## config.mk

```make
export PLATFORM = sky130hd
export DESIGN_NAME = button_bank
export DESIGN_NICKNAME = d
export VERILOG_FILES = /design/src/rtl/button_bank.sv
export SDC_FILE = /design/constraint.sdc
export NUM_CORES = 1
export LEC_CHECK = 0
export ABC_AREA = 0
export BUFFER_PORTS_ARGS = -buffer_cell sky130_fd_sc_hd__buf_4
export CELL_PAD_IN_SITES_DETAIL_PLACEMENT = 1
export CELL_PAD_IN_SITES_GLOBAL_PLACEMENT = 1
export CORE_ASPECT_RATIO = 0.8
export CORE_MARGIN = 8
export CORE_UTILIZATION = 45
export DETAILED_ROUTE_END_ITERATION = 6
export PLACE_DENSITY_LB_ADDON = 0.12
export RECOVER_POWER = 50
export SYNTH_ARGS = -nofsm -noshare
export SYNTH_HDL_FRONTEND = slang
export SYNTH_SLANG_ARGS = --single-unit
```

## constraint.sdc

```tcl
create_clock -name clk -period 2.9 [get_ports clk]
set_clock_uncertainty 0.1 [all_clocks]
set_input_delay 0 -clock clk [delete_from_list [all_inputs] [get_ports clk]]
set_output_delay 0 -clock clk [all_outputs]
set_load 0.005 [all_outputs]
```

## src/rtl/button_bank.sv

```systemverilog
// Multi-channel push-button conditioner: sync, debounce, edge and long-press pulses.
// Optional auto-repeat of press_pulse while held: define BUTTON_BANK_REPEAT_EN.
module button_bank #(
    parameter int N_BTN          = 4,
    parameter int SAMPLE_DIV     = 100000,
    parameter int DB_SAMPLES     = 4,
    parameter int HOLD_SAMPLES   = 1000,
    parameter int REPEAT_SAMPLES = 200
) (
    input  logic             clk,
    input  logic             rst_n,
    input  logic [N_BTN-1:0] pb_in,
    output logic [N_BTN-1:0] pb_level,
    output logic [N_BTN-1:0] press_pulse,
    output logic [N_BTN-1:0] release_pulse,
    output logic [N_BTN-1:0] long_pulse,
    output logic             tick
);

    localparam int DIVW = $clog2(SAMPLE_DIV);
    localparam int DBW  = $clog2(DB_SAMPLES + 1);
    localparam int HW   = $clog2(HOLD_SAMPLES + 1);

    localparam logic [DIVW-1:0] DIV_LAST  = DIVW'(SAMPLE_DIV - 1);
    localparam logic [DBW-1:0]  DB_LAST   = DBW'(DB_SAMPLES - 1);
    localparam logic [HW-1:0]   HOLD_MAX  = HW'(HOLD_SAMPLES);
    localparam logic [HW-1:0]   HOLD_LAST = HW'(HOLD_SAMPLES - 1);

`ifdef BUTTON_BANK_REPEAT_EN
    localparam int RW = $clog2(REPEAT_SAMPLES + 1);
    localparam logic [RW-1:0] REP_LAST = RW'(REPEAT_SAMPLES - 1);
`endif

    logic [DIVW-1:0]  div_cnt;
    logic [N_BTN-1:0] sync1;
    logic [N_BTN-1:0] pb_s;

    always_ff @(posedge clk or negedge rst_n) begin
        if (!rst_n) begin
            div_cnt <= '0;
        end else if (div_cnt == DIV_LAST) begin
            div_cnt <= '0;
        end else begin
            div_cnt <= div_cnt + DIVW'(1);
        end
    end

    assign tick = (div_cnt == DIV_LAST);

    always_ff @(posedge clk or negedge rst_n) begin
        if (!rst_n) begin
            sync1 <= '0;
            pb_s  <= '0;
        end else begin
            sync1 <= pb_in;
            pb_s  <= sync1;
        end
    end

    for (genvar i = 0; i < N_BTN; i++) begin : g_ch
        logic          level_q;
        logic          press_q;
        logic          rel_q;
        logic          long_q;
        logic [DBW-1:0] db_cnt;
        logic [HW-1:0]  hold_cnt;

        always_ff @(posedge clk or negedge rst_n) begin
            if (!rst_n) begin
                level_q  <= 1'b0;
                press_q  <= 1'b0;
                rel_q    <= 1'b0;
                long_q   <= 1'b0;
                db_cnt   <= '0;
                hold_cnt <= '0;
            end else begin
                press_q <= 1'b0;
                rel_q   <= 1'b0;
                long_q  <= 1'b0;
                if (tick) begin
                    if (pb_s[i] == level_q) begin
                        db_cnt <= '0;
                    end else if (db_cnt == DB_LAST) begin
                        level_q <= ~level_q;
                        db_cnt  <= '0;
                        press_q <= ~level_q;
                        rel_q   <= level_q;
                    end else begin
                        db_cnt <= db_cnt + DBW'(1);
                    end
                end
                // The press tick sees level 0, so it leaves hold_cnt at 0.
                if (!level_q) begin
                    hold_cnt <= '0;
                end else if (tick && hold_cnt != HOLD_MAX) begin
                    hold_cnt <= hold_cnt + HW'(1);
                    long_q   <= (hold_cnt == HOLD_LAST);
                end
`ifdef BUTTON_BANK_REPEAT_EN
`endif
            end
        end

`ifdef BUTTON_BANK_REPEAT_EN
        logic [RW-1:0] rep_cnt;
        logic          rep_q;

        // Repeat counting starts on the first tick after long_pulse.
        always_ff @(posedge clk or negedge rst_n) begin
            if (!rst_n) begin
                rep_cnt <= '0;
                rep_q   <= 1'b0;
            end else begin
                rep_q <= 1'b0;
                if (!level_q) begin
                    rep_cnt <= '0;
                end else if (tick && hold_cnt == HOLD_MAX) begin
                    if (rep_cnt == REP_LAST) begin
                        rep_cnt <= '0;
                        rep_q   <= 1'b1;
                    end else begin
                        rep_cnt <= rep_cnt + RW'(1);
                    end
                end
            end
        end

        assign press_pulse[i] = press_q | rep_q;
`else
        assign press_pulse[i] = press_q;
`endif

        assign pb_level[i]      = level_q;
        assign release_pulse[i] = rel_q;
        assign long_pulse[i]    = long_q;
    end

endmodule

```

Yosys cells after proc, flatten, opt, wreduce, memory -nomap -nowiden
Index checks and enable logic that the tools add are counted.
{"block": "word_totals", "regBits": 93, "input_bits": 6, "out_inout_bits": 17, "wordCells": 122}
{"block": "classes", "addsub": 9, "eq_ne": 21, "muxes": 49, "bitwise": 8, "n_reduce_logical": 8}
{"cell": "$mux W10", "count": 8}
{"cell": "$add A10 B1 Y10 const B", "count": 4}
{"cell": "$eq A10 B10 Y1 const B", "count": 4}
{"cell": "$ne A10 B10 Y1 const B", "count": 4}
{"cell": "$mux W1", "count": 32}
{"cell": "$mux W3", "count": 8}
{"cell": "$add A17 B1 Y17 const B", "count": 1}
{"cell": "$eq A17 B17 Y1 const B", "count": 1}
{"cell": "$mux W17", "count": 1}
{"cell": "$add A3 B1 Y3 const B", "count": 4}
{"cell": "$eq A3 B2 Y1 const B", "count": 4}
{"cell": "$reduce_and A3 Y1", "count": 4}
{"cell": "$ne A2 B1 Y1 const B", "count": 4}
{"cell": "$not A1 Y1", "count": 8}
{"cell": "$eq A1 B1 Y1", "count": 4}
{"cell": "$logic_and A1 B1 Y1", "count": 4}

Logic depth before layout (Yosys ltp)
{"block": "logic_depth", "depth_word": 4, "depth_mapped": 8}

Worst setup path after synthesis
OpenSTA, ideal clock, no wires.
{"block": "synth_timing", "kind": "reg2reg", "from": "reg div_cnt[0]", "to": "reg g_ch[1].press_q", "setup_time_ps": 95, "arrival_time_ps": 2004, "required_ps": 2705, "setup_slack_ps": 701, "path_stages_with_launch": 7, "n_path_buf": 1, "synth_period_minus_slack_ps": 2199, "cell_sequence": "dfrtp_1 ha_1 inv_2 or4_1 or4_4 buf_6 nor4b_2"}
{"block": "synth_between", "elab_chain_len": 2}
{"element": "from (decl)", "line_no": "34", "source": "logic [DIVW-1:0] div_cnt;"}
{"element": "from (signal assigned)", "line_no": "44", "source": "div_cnt <= div_cnt + DIVW'(1);"}
{"element": "$eq A17 B17 Y1", "line_no": "48", "source": "assign tick = (div_cnt == DIV_LAST);"}
{"element": "$mux W1", "line_no": "80", "source": "if (tick) begin"}
{"element": "to (signal assigned)", "line_no": "86", "source": "press_q <= ~level_q;"}
{"element": "to (decl)", "line_no": "62", "source": "logic press_q;"}
No other way between the ends.
A chain may end at the register's enable or synchronous reset.

Worst setup path after layout
{"block": "layout_timing", "from": "reg div_cnt[0]", "to": "out tick"}
{"block": "layout_between", "elab_chain_len": 1}
{"element": "$eq A17 B17 Y1", "line_no": "48"}
{"element": "to (decl)", "line_no": "17", "source": "output logic tick"}
No other way between the ends.

==> flow_summary_export.csv <==
group,metric,value,unit
clocking,clkTransAtPathRegs,0.06,ns
logic_synthesis,synth_flop_cell,"dfrtp_1",
global_routing,globalRouteOverflowTotal,0,
logic_synthesis,ys_seq_elements,93,
drt,post-route-drc-count,0,
sta,tightest_slew,1.41,ns
sta,setup_violations,0,
setup_path,path_cells,"ha_1, inv_2, or4_1, or4_4, inv_1, buf_4",
setup_path,path_buf_inv,3,
logic_synthesis,synth.top_cells.by_count,"dfrtp_1, nand2_1, nand3_1, nand2b_1, o21ai_0",
floorplanning,pin_count,23,
logic_synthesis,netlist_area,0.00471,sq mm
logic_synthesis,ys_async_sr_fraction,100,%
sta,grt_setup_unrepaired,"no",
floorplanning,die_w,130,um
setup_path,endpoint_kind,"output pin",
drt,routed_wirelength,10800,um
clocking,cts_made_buffers,9,
place,dp_hpwl,7370,um
setup_path,cp_top_family,"simple AND/OR/NAND/NOR gates",
floorplanning,start_util,46.0,%
floorplanning,rows,33,
logic_synthesis,synthCells,473,
clocking,post_cts_buffers,0,
global_routing,grt_max_degree,67,
logic_synthesis,synth-edff-count,0,
floorplanning,dieHeight,108,um
hold_path,hp-start,"pb_in[2]",
pwr,p_leak,0.00212,uW
global_routing,track_usage,16.9,%
global_routing,grt_pass1_wl,19100,um
logic_synthesis,synth_top_area_share,49.4,%
logic_synthesis,ys_top_cells_by_area,"dfrtp_1, ha_1, nand3_1",
sta,tns,0,ns
layout,final_util,50.7,%
status,outcome,"finished clean",
logic_synthesis,syn_avg_cell_area,9.96,sq um
global_routing,antenna_found_initial,0,
flow_run,maxCapViolCount,0,
clocking,clockBufferDepth,2,
layout,nNetsFinal,495,
sta,finalCritPeriodShare,89.3,%
place,place_area,0.00489,sq mm
clocking,cts.sinks,93,
place,place_congestion,0.775,
setup_path,cp-startpoint,"div_cnt[0]",
clocking,root_buffer,"clkbuf_16",
sta,slew_headroom,6.23,%
place,dp_slack,0.429,ns
sta,min_period,2.59,ns
logic_synthesis,yosysMostFrequentCell,"dfrtp_1",
drt,routed_via_density,5.73,
floorplanning,dieArea,0.0140,sq mm
pwr,peakVddDrop,0.000311,V
drt,wl_per_cell,17.4,um
setup_path,regToRegStartpoint,"div_cnt[0]",
logic_synthesis,ys_types,42,
drt,drtIter0Drc,288,
logic_synthesis,syn_nets,492,
setup_path,arrival,2.49,ns
floorplanning,coreArea,0.0102,sq mm
global_routing,grt_pass1_vias,3827,
layout,finalInstanceArea,0.00519,sq mm
layout,drive_above_1_share,9.77,%
setup_path,max_stage_delay,0.60,ns
sta,hold_violations,0,
clocking,htreeDepth,3,
clocking,clock_latency,0.34,ns
drt,drt_pre_antenna_iters,4,
logic_synthesis,yosysSeqAreaShare,49.4,%
setup_path,crit_path_max_fanout,20,
drt,num_vias,3559,
layout,n_antenna_cell,0,
clocking,hold_buffers,5,
clocking,ctsResizeCount,0,
setup_path,path_class,"reg -> out",
drt,drtAntennaViolNets,0,
clocking,cts_tree,"yes",
layout,area_delta_synth_final,10.1,%
setup_path,startpoint_type,"flop",
setup_path,cp_slowest_cell,"or4_4",
sta,fmax,386,MHz
logic_synthesis,synth_warnings,0,
setup_path,rrSetupSlack,0.41,ns
pwr,powerDensity,474,mW/mm^2
place,io_buffers,22,
setup_path,cp.required,2.80,ns
sta,slew_violations,0,
hold_path,min-delay-path-class,"in -> reg",
sta,timing.final.ws_setup,0.312,ns
logic_synthesis,synth_top_cell_by_area,"dfrtp_1",
-- area by class of cell --
| type | count | area, sq um |
|---|---|---|
| inverters | 21 | 78.8 |
| well taps | 140 | 175 |
| repair buffers | 32 | 245 |
| flip-flops and latches | 93 | 2330 |
| clock buffers | 11 | 243 |
| fillers | 1173 | 5050 |
| clock inverters | 5 | 36.3 |
| multi-input cells | 319 | 2080 |
-- routing by layer --
| layer | up-vias | wire length, um | global-route usage (%) |
|---|---|---|---|
| met2 | 47 | 4920 | 26.4 |
| met5 | - | 0 | 0 |
| met4 | 0 | 94 | 4.42 |
| li1 | 1706 | - | - |
| met1 | 1793 | 5420 | 23.0 |
| met3 | 13 | 361 | 4.01 |
-- sequential cells by signal, indices dropped and copies added (netlist names) --
register,count
g_ch.db_cnt,12
pb_s,4
sync1,4
g_ch.level_q,4
g_ch.rel_q,4
g_ch.hold_cnt,40
div_cnt,17
g_ch.long_q,4
g_ch.press_q,4
-- worst reg2reg max path, cell delays in order, from the launching register on --
cell,delay (ns)
dfrtp_1,0.41
ha_1,0.31
inv_2,0.07
or4_1,0.55
or4_4,0.60
nor4b_2,0.34
-- power breakdown --
group	switching [uW]	leakage, uW	internal, uW
clock network	503	0.000139	607
registers	4.30	0.00127	1300
logic	30.6	0.000714	12.2
total	538	0.00212	1920
-- stage by stage --
stage / std cells / total power (uW) / hold slack (ns)
2_1_floorplan: 473 / 1340 / -0.396
3_3_place_gp: 600 / 1370 / 0.00935
3_5_place_dp: 600 / 1370 / 0.00369
4_1_cts: 621 / 2490 / 0.193
5_1_grt: 621 / 2540 / 0.240
6_report: 621 / 2460 / 0.233
-- final timing paths --
kind                                  endpoint  cells after the start
setup / recovery                          tick                      6
hold / removal                        sync1[2]                      2
setup reg to reg               g_ch[1].press_q                      5
hold reg to reg                        pb_s[0]                      0
max in group asynchronous           div_cnt[6]                      3
min in group asynchronous  g_ch[0].hold_cnt[8]                      2
-- cells by family (layout without fill, tap and decap cells) --
kind of cell,after synthesis,in the layout,synth area share [%]
simple gates,201,201,24.8
flops,93,93,49.4
compound gates,74,74,9.77
buf+inv,61,69,6.40
xor+xnor,16,16,2.97
mux,15,15,3.27
fa+ha+maj,13,13,3.45
-- placed cells by master, fill, tap and decap left out, types with 2 or more instances in the layout --
| cell | Yosys | layout |
|---|---|---|
| a21o_1 | 3 | 3 |
| a21oi_1 | 22 | 22 |
| and2_1 | 4 | 4 |
| and3_1 | 3 | 3 |
| and4_1 | 5 | 5 |
| buf_4 | 16 | 7 |
| clkbuf_1 | 19 | 5 |
| clkbuf_16 | 0 | 9 |
| clkbuf_2 | 0 | 2 |
| clkbuf_4 | 0 | 13 |
| clkinv_2 | 0 | 2 |
| clkinv_4 | 0 | 3 |
| dfrtp_1 | 93 | 93 |
| dlygate4sd3_1 | 0 | 5 |
| ha_1 | 13 | 13 |
| inv_1 | 19 | 19 |
| mux2_2 | 3 | 3 |
| mux2i_1 | 12 | 12 |
| nand2_1 | 34 | 34 |
| nand2b_1 | 23 | 23 |
| nand3_1 | 31 | 31 |
| nand3b_1 | 3 | 3 |
| nand4_1 | 19 | 19 |
| nand4b_1 | 4 | 4 |
| nor2_1 | 20 | 20 |
| nor3_1 | 7 | 7 |
| nor4_1 | 12 | 12 |
| nor4b_1 | 6 | 6 |
| nor4b_2 | 3 | 3 |
| o21a_1 | 5 | 5 |
| o21ai_0 | 23 | 23 |
| o311ai_0 | 6 | 6 |
| o31ai_1 | 6 | 6 |
| o41ai_1 | 6 | 6 |
| or3_1 | 11 | 11 |
| or4_1 | 13 | 13 |
| xnor2_1 | 10 | 10 |
| xor2_1 | 6 | 6 |
No activity file was read; power rests on OpenSTA's default activity.
